**src/rtl/maze_port_arbiter_if.sv**
```systemverilog
// Bundle of requester-side handshake, response and maze memory port signals
// shared between maze_port_arbiter (slave) and its environment (master).
interface maze_port_arbiter_if #(
  parameter int unsigned N_REQ  = 2,
  parameter int unsigned ADDR_W = 6
);
  logic [N_REQ-1:0]        req_valid;
  logic [N_REQ-1:0]        req_we;
  logic [N_REQ-1:0]        req_lock;
  logic [N_REQ*ADDR_W-1:0] req_row;
  logic [N_REQ*ADDR_W-1:0] req_col;
  logic [N_REQ-1:0]        req_ready;
  logic [N_REQ-1:0]        rsp_valid;
  logic                    rsp_data;
  logic                    lock_err;
  logic [ADDR_W-1:0]       row;
  logic [ADDR_W-1:0]       col;
  logic                    maze_oe;
  logic                    maze_we;
  logic                    maze_in;

  modport master (
    output req_valid, req_we, req_lock, req_row, req_col, maze_in,
    input  req_ready, rsp_valid, rsp_data, lock_err, row, col, maze_oe, maze_we
  );

  modport slave (
    input  req_valid, req_we, req_lock, req_row, req_col, maze_in,
    output req_ready, rsp_valid, rsp_data, lock_err, row, col, maze_oe, maze_we
  );
endinterface

```
**src/rtl/maze_port_arbiter.sv**
```systemverilog
// Round-robin arbiter sharing one maze memory port among N_REQ requesters,
// with optional per-requester lock released by an idle watchdog.
module maze_port_arbiter #(
  parameter int unsigned N_REQ    = 2,
  parameter int unsigned ADDR_W   = 6,
  parameter int unsigned LOCK_MAX = 15
) (
  input  logic                clk,
  input  logic                rst_n,
  maze_port_arbiter_if.slave  bus
);
  localparam int unsigned ID_W = $clog2(N_REQ);
  localparam int unsigned WD_W = $clog2(LOCK_MAX + 1);

  typedef enum logic {IDLE, LOCKED} state_t;

  state_t            state, state_nx;
  logic [ID_W-1:0]   ptr, ptr_nx;
  logic [ID_W-1:0]   owner, owner_nx;
  logic [WD_W-1:0]   wd, wd_nx;
  logic              lock_err_nx;

  logic [N_REQ-1:0]  grant_c;
  logic              xfer_c;
  logic [ID_W-1:0]   xfer_id_c;
  logic [ID_W-1:0]   scan_idx;
  logic [ADDR_W-1:0] sel_row, sel_col;
  logic              sel_we, sel_lock;

  // read pipeline stage between the memory strobe and the response
  logic              rd1_valid;
  logic [ID_W-1:0]   rd1_id;

  assign bus.req_ready = grant_c;
  assign bus.rsp_data  = bus.maze_in;

  // grant selection, payload mux and next-state logic
  always_comb begin
    state_nx    = state;
    ptr_nx      = ptr;
    owner_nx    = owner;
    wd_nx       = wd;
    lock_err_nx = 1'b0;
    grant_c     = '0;
    xfer_c      = 1'b0;
    xfer_id_c   = '0;
    scan_idx    = '0;
    sel_row     = '0;
    sel_col     = '0;
    sel_we      = 1'b0;
    sel_lock    = 1'b0;

    if (state == IDLE) begin
      for (int unsigned k = 1; k <= N_REQ; k++) begin
        scan_idx = ID_W'((32'(ptr) + k) % N_REQ);
        if (!xfer_c && bus.req_valid[scan_idx]) begin
          grant_c[scan_idx] = 1'b1;
          xfer_c            = 1'b1;
          xfer_id_c         = scan_idx;
        end
      end
    end else if (bus.req_valid[owner]) begin
      grant_c[owner] = 1'b1;
      xfer_c         = 1'b1;
      xfer_id_c      = owner;
    end

    for (int unsigned i = 0; i < N_REQ; i++) begin
      if (xfer_id_c == ID_W'(i)) begin
        sel_row  = bus.req_row[i*ADDR_W +: ADDR_W];
        sel_col  = bus.req_col[i*ADDR_W +: ADDR_W];
        sel_we   = bus.req_we[i];
        sel_lock = bus.req_lock[i];
      end
    end

    if (xfer_c) ptr_nx = xfer_id_c;

    case (state)
      IDLE: begin
        if (xfer_c && sel_lock) begin
          state_nx = LOCKED;
          owner_nx = xfer_id_c;
          wd_nx    = '0;
        end
      end
      LOCKED: begin
        if (xfer_c) begin
          wd_nx = '0;
          if (!sel_lock) state_nx = IDLE;
        end else if ((32'(wd) + 32'd1) >= LOCK_MAX) begin
          wd_nx       = '0;
          lock_err_nx = 1'b1;
          state_nx    = IDLE;
          ptr_nx      = owner;
        end else begin
          wd_nx = wd + 1'b1;
        end
      end
      default: state_nx = IDLE;
    endcase
  end

  // state register and registered memory-side / response outputs
  always_ff @(posedge clk or negedge rst_n) begin
    if (!rst_n) begin
      state         <= IDLE;
      ptr           <= ID_W'(N_REQ - 1);
      owner         <= '0;
      wd            <= '0;
      rd1_valid     <= 1'b0;
      rd1_id        <= '0;
      bus.row       <= '0;
      bus.col       <= '0;
      bus.maze_oe   <= 1'b0;
      bus.maze_we   <= 1'b0;
      bus.rsp_valid <= '0;
      bus.lock_err  <= 1'b0;
    end else begin
      state         <= state_nx;
      ptr           <= ptr_nx;
      owner         <= owner_nx;
      wd            <= wd_nx;
      rd1_valid     <= xfer_c & ~sel_we;
      rd1_id        <= xfer_id_c;
      if (xfer_c) begin
        bus.row <= sel_row;
        bus.col <= sel_col;
      end
      bus.maze_oe   <= xfer_c & ~sel_we;
      bus.maze_we   <= xfer_c & sel_we;
      bus.rsp_valid <= rd1_valid ? (N_REQ'(1) << rd1_id) : '0;
      bus.lock_err  <= lock_err_nx;
    end
  end
endmodule

```
**src/flat_wrapper.sv**
```systemverilog
// flat-port wrapper written by rule: the top's interface ports become plain ports
module maze_port_arbiter_flat 
#(
  parameter int unsigned N_REQ    = 2,
  parameter int unsigned ADDR_W   = 6,
  parameter int unsigned LOCK_MAX = 15
)
  (clk, rst_n, bus_req_valid, bus_req_we, bus_req_lock, bus_req_row, bus_req_col, bus_maze_in, bus_req_ready, bus_rsp_valid, bus_rsp_data, bus_lock_err, bus_row, bus_col, bus_maze_oe, bus_maze_we);
  maze_port_arbiter_if #(.N_REQ(N_REQ), .ADDR_W(ADDR_W)) bus_i ();
  input  logic clk;
  input  logic rst_n;
  input wire logic [$bits(bus_i.req_valid)-1:0] bus_req_valid;
  input wire logic [$bits(bus_i.req_we)-1:0] bus_req_we;
  input wire logic [$bits(bus_i.req_lock)-1:0] bus_req_lock;
  input wire logic [$bits(bus_i.req_row)-1:0] bus_req_row;
  input wire logic [$bits(bus_i.req_col)-1:0] bus_req_col;
  input wire logic [$bits(bus_i.maze_in)-1:0] bus_maze_in;
  output wire logic [$bits(bus_i.req_ready)-1:0] bus_req_ready;
  output wire logic [$bits(bus_i.rsp_valid)-1:0] bus_rsp_valid;
  output wire logic [$bits(bus_i.rsp_data)-1:0] bus_rsp_data;
  output wire logic [$bits(bus_i.lock_err)-1:0] bus_lock_err;
  output wire logic [$bits(bus_i.row)-1:0] bus_row;
  output wire logic [$bits(bus_i.col)-1:0] bus_col;
  output wire logic [$bits(bus_i.maze_oe)-1:0] bus_maze_oe;
  output wire logic [$bits(bus_i.maze_we)-1:0] bus_maze_we;
  assign bus_i.req_valid = bus_req_valid;
  assign bus_i.req_we = bus_req_we;
  assign bus_i.req_lock = bus_req_lock;
  assign bus_i.req_row = bus_req_row;
  assign bus_i.req_col = bus_req_col;
  assign bus_i.maze_in = bus_maze_in;
  assign bus_req_ready = bus_i.req_ready;
  assign bus_rsp_valid = bus_i.rsp_valid;
  assign bus_rsp_data = bus_i.rsp_data;
  assign bus_lock_err = bus_i.lock_err;
  assign bus_row = bus_i.row;
  assign bus_col = bus_i.col;
  assign bus_maze_oe = bus_i.maze_oe;
  assign bus_maze_we = bus_i.maze_we;
  maze_port_arbiter #(.N_REQ(N_REQ), .ADDR_W(ADDR_W), .LOCK_MAX(LOCK_MAX)) u_core (.clk(clk), .rst_n(rst_n), .bus(bus_i));
endmodule
```
**config.mk**
```make
export PLATFORM = sky130hd
export DESIGN_NAME = maze_port_arbiter_flat
export DESIGN_NICKNAME = d
export VERILOG_FILES = /design/src/rtl/maze_port_arbiter_if.sv /design/src/rtl/maze_port_arbiter.sv /design/src/flat_wrapper.sv
export SDC_FILE = /design/constraint.sdc
export NUM_CORES = 1
export LEC_CHECK = 0
export CAP_MARGIN = 20
export CORE_MARGIN = 2
export CORE_UTILIZATION = 35
export DETAILED_ROUTE_END_ITERATION = 16
export PLACE_DENSITY = 0.68
export SLEW_MARGIN = 20
export SYNTH_ARGS = -nofsm -noshare
export SYNTH_HDL_FRONTEND = slang
export SYNTH_SLANG_ARGS = --single-unit
```
**constraint.sdc**
```tcl
create_clock -name clk -period 3.3 [get_ports clk]
set_clock_uncertainty 0.2 [all_clocks]
set_input_delay 0.99 -clock clk [delete_from_list [all_inputs] [get_ports clk]]
set_output_delay 0.99 -clock clk [all_outputs]
set_load 0.05 [all_outputs]
```
# == Word-level counts from Yosys, hierarchy flattened ==
# Index checks and enable logic that the tools add are counted.
# totals
register_bits,25
input_bits,33
out_inout_bits,20
elab_cells,83
# op_classes
add_sub_neg,4
magnitude_cmp,7
n_eq_ne,1
shifts,1
n_mux,47
bitwise,5
n_reduce_logical,7
# ops
op,n
"32-bit by 4-bit >= comparator with 1-bit output, second input constant",1
1-bit 2-to-1 mux,31
2-bit 2-to-1 mux,6
4-bit 2-to-1 mux,3
6-bit 2-to-1 mux,2
4-bit case mux with 2 select lines,1
"1-bit by 2-bit < comparator with 1-bit output, second input constant",3
"4-bit by 1-bit adder with 5-bit output, second input constant",1
1-bit logical AND,5
"4-bit by 1-bit adder with 4-bit output, second input constant",1
1-bit demux with 1-bit select,3
"1-bit >= comparator, second input constant",3
"1-bit adder, second input constant",2
1-bit bitwise AND,2
"2-bit inequality test, second input constant",1
1-bit NOT,2
2-bit OR,1
1-bit case mux with 2 select lines,1
2-bit AND reduction,1
"1-bit by 1-bit << shifter with 2-bit output, first input constant",1
1-bit logical NOT,1

# == Depth between registers and ports, before layout ==
# logic_depth
word_depth,13
ltp_mapped,7
mapped_depth_nobuf,7

# == Least setup slack after synthesis ==
# No wires, ideal clock.
# synth_timing
kind,input to output
startpoint,input port bus_req_valid[0]
endpoint,output port bus_req_ready[0]
arrival_time_ns,2.335
t_required_ns,2.110
setup_slack_ns,-0.225
path_stages,2
n_path_buf,0
cell_sequence,a21boi_2 a21boi_0
# synth_via
elab_chain_cells,8
elab_cells_between_ends,16
classes_between,13 x mux; 1 x bitwise; 2 x reduce/logical
# synth_rtl
item,line,source
from (decl),flat_wrapper.sv:12,input wire logic [$bits(bus_i.req_valid)-1:0] bus_req_valid;
1-bit 2-to-1 mux (not written as such) (2 in a row),maze_port_arbiter.sv:56,if (!xfer_c && bus.req_valid[scan_idx]) begin
1-bit 2-to-1 mux,maze_port_arbiter.sv:56,
1-bit 2-to-1 mux,maze_port_arbiter.sv:53,if (state == IDLE) begin
1-bit logical NOT,maze_port_arbiter.sv:56,
1-bit logical AND,maze_port_arbiter.sv:56,
2-bit 2-to-1 mux,maze_port_arbiter.sv:56,
2-bit 2-to-1 mux (*),maze_port_arbiter.sv:53,
to (decl),flat_wrapper.sv:18,output wire logic [$bits(bus_i.req_ready)-1:0] bus_req_ready;
# Every way passes the cells marked *; elsewhere a longest branch is shown, timed or not. The select of a mux whose other input is x is not followed.

# == Worst setup path after layout ==
# layout_timing
startpoint,input port bus_req_valid[0]
endpoint,output port bus_req_ready[1]
# The elaborated chain is that of the path after synthesis.

==> impl_metrics.yaml <==
routing:
  routedWlPerCell_microns: 11.8
  drt_wl_total_mm: 2.62
  drtIter0Drc: 24
  num_vias: 1051
  drc: 0
  vias_per_cell: 4.71
  ant_nets: 0
  drt_pass1_iterations: 4
synthesis:
  synth-simple-area-share: 0.160
  postSynthAreaPerCell_sq_um: 10.5
  synth_edf_count: 0
  yosysMostFrequentCell: "dfrtp_1"
  ys_top_cells_by_count: "24 x dfrtp_1, 21 x nand2_1, 16 x o21ai_1"
  syn_inst: 122
  synth_top_family_by_area: "simple AND/OR/NAND/NOR gates"
  ys_seq_area_frac: 0.487
  synth_compound_area_frac: 0.158
  syn-cell-area_sq_um: 1290
  synth.area.mux_share: 0.101
  post_synth_xor_area_fraction: 0.00681
  synth_top_area_share: 0.467
  yosys_warnings: 0
  synthAdderAreaFrac: 0.0195
  syn-num-nets: 157
  yosysTopAreaCell: "dfrtp_1"
  ys_seq_elements: 25
  synth_flop_cell: "dfrtp_1"
  synth.distinct_cells: 35
  async_flop_share: 1.00
  synth.area.top_cells: "dfrtp_1 47%, mux2i_1 10%, o21ai_1 6.2%"
global_routing:
  track_usage: 0.140
  grt_pass1_wl_mm: 4.46
  grt_pass1_vias: 1018
  gr-total-overflow: 0
  grt_max_degree: 26
  antenna_found_initial: 0
timing:
  max_freq_mhz: 305
  rsz0062_at_grt: "no"
  worst_slack_ns: 0.0193
  setup_viol: 0
  worst_pin_slew_ns: 0.510
  relSlewSlack: 0.659
  maxSlewViolCount: 0
  fin_crit_ns: 3.28
  hold_viol: 0
  setup-tns-final_ns: 0
  period_share: 0.994
power:
  p_seq_frac: 0.331
  p_leak_nw: 0.812
  comb_power_share: 0.554
  switching_power_uw: 697
  ir_worst_vdd_v: 0.000260
  cellPowerDensity_nw_per_um2: 813
  p_int_uw: 839
  clockPowerShare: 0.114
  swShare: 0.454
final_layout:
  syn_to_final_growth_pct: 46.8
  diodes: 0
  utilization: 0.524
  fin_area_sq_um: 1890
  finalNetCount: 211
  drive_above_1_share: 0.109
  final_cells: 223
  nFillCells: 321
floorplanning:
  io_pins: 53
  fp-row-count: 22
  die_area_sq_um: 4180
  die_h_microns: 64.6
  die_w_microns: 64.6
  coreArea_sq_um: 3610
  start_util: 0.357
run:
  drv_cap: 0
placed_design:
  io_buffers: 50
  dp_hpwl_mm: 2.05
  dpl_worst_slack_ns: 0.00744
  dp.cells: 219
  gp_congestion: 0.735
  placed_cell_area_sq_um: 1840
critical_path:
  setup.worst_path.end_class: "primary output"
  crit_arrival_ns: 2.09
  start_kind: "primary input"
  cp_cell_sequence: "clkdlybuf4s50_1 > buf_6 > nand3b_4 > and3_2 > buf_12"
  r2r_slack_ns: 1.40
  critPathTopFamily: "buffers and inverters"
  slowest_delay_ns: 0.51
  crit_buf_inv: 3
  path_class: "in -> out"
  cp_max_fo: 4
  worst-endpoint-required_ns: 2.11
  crit_slowest_cell: "clkdlybuf4s50_1"
cts:
  clk_pin_slew_worst_paths_ns: 0.08
  post_cts_buffers: 0
  cts-hold-fix-buffers: 0
  clk_latency_ns: 0.27
  cts-root-buf: "clkbuf_8"
  cts_tree: "yes"
  numCtsBuffers: 3
  clk_path_buf_depth: 2
  cts.sinks: 25
  htreeDepth: 1
worst_hold_path:
  hp-class: "reg -> reg"
outcome:
  status: "finished clean"
-- logic make-up (layout without fill, tap and decap cells) --
| group | after synthesis | count (layout) |
|---|---|---|
| DFF | 25 | 25 |
| adders and majority gates | 2 | 2 |
| xor gates and xnor gates | 1 | 1 |
| buffers and inverters | 10 | 63 |
| AOI/OAI and AO/OA | 32 | 32 |
| muxes | 13 | 13 |
| and+or+nand+nor | 39 | 39 |
-- what timing repair did --
action                     CTS  global route
pin swaps                    0             0
setup endpoints to repair    1             1
resized for setup            1             1
hold endpoints to repair     0             0
-- worst reg2reg max path, delay by kind of cell (launching register included) --
kind	cells	cell delay, ns
AOI/OAI and AO/OA	4	0.80
adders and majority gates	1	0.21
buffers and inverters	1	0.06
DFF	1	0.41
and+or+nand+nor	1	0.17
-- flip-flops by register name (all words and copies together), names as in the netlist --
| register | cells |
|---|---|
| u_core.bus.rsp_valid | 2 |
| u_core.rd1_id | 1 |
| u_core.bus.col | 6 |
| u_core.bus.lock_err | 1 |
| u_core.bus.maze_oe | 1 |
| u_core.bus.row | 6 |
| u_core.state | 1 |
| u_core.owner | 1 |
| u_core.ptr | 1 |
| u_core.bus.maze_we | 1 |
| u_core.wd | 4 |
-- power groups by stage --
stage          Combinational [mW]  Sequential (mW)  Clock, mW
6_report                    0.851            0.509      0.176
3_5_place_dp                0.857            0.517          0
3_3_place_gp                0.844            0.510          0
4_1_cts                     0.860            0.510      0.183
5_1_grt                     0.906            0.531      0.195
2_1_floorplan               0.345            0.765          0
-- stage by stage --
stage                     power [mW]  hold WS, ns
after floorplan                 1.11        0.195
after global placement          1.35        0.197
final                           1.54        0.220
after CTS                       1.55        0.224
after detailed placement        1.37        0.212
after global routing            1.63        0.251
-- worst paths after layout --
kind	start	endpoint	cells after the start
max in group asynchronous	rst_n	u_core.ptr	2
min in group asynchronous	rst_n	u_core.bus.rsp_valid[1]	2
min reg2reg	u_core.rd1_id	u_core.bus.rsp_valid[0]	1
max reg2reg	u_core.wd[0]	u_core.wd[3]	7
min	u_core.rd1_id	u_core.bus.rsp_valid[0]	1
max	bus_req_valid[0]	bus_req_ready[1]	5
-- layer usage --
layer,share of wire,GRT usage,vias to the layer above,wire length (microns)
met1,0.42,0.150,476,1090
met4,0.027,0.0798,0,71
met5,0,0,-,0
met2,0.49,0.250,40,1280
li1,-,-,530,-
met3,0.068,0.0347,5,178
-- final cells by class --
class	count	area, sq um	area share
flip-flops and latches	25	627	0.332
multi-input cells	87	576	0.305
repair buffers	56	569	0.302
well taps	48	60.1	0.0318
clock buffers	4	45.0	0.0239
inverters	3	11.3	0.00596
-- cell usage in the layout, fill, tap and decap left out --
cell	netlist	routed
and3_4	1	1
o311ai_1	1	1
a21oi_1	2	2
a31o_1	1	1
nor4b_1	1	1
nand3b_4	1	1
buf_4	2	5
buf_12	2	2
dfrtp_1	24	24
o21ai_0	3	3
o2bb2ai_1	1	1
ha_1	2	2
o2111a_1	1	1
buf_6	1	1
o22ai_2	1	1
nor2_1	4	4
o21a_1	1	1
nand2_1	21	21
nor2b_1	4	4
o21ai_1	16	16
dfstp_2	1	1
nand2b_1	1	1
inv_1	3	3
clkdlybuf4s50_1	0	48
xor2_1	1	1
clkbuf_1	0	1
a21o_1	1	1
a31oi_1	1	1
nand3_2	1	1
and2_1	2	2
o31ai_1	1	1
nor3_1	2	2
and3_2	1	1
clkbuf_8	0	3
a21boi_2	1	2
mux2i_1	13	13
Power figures use the tool's default switching activity.
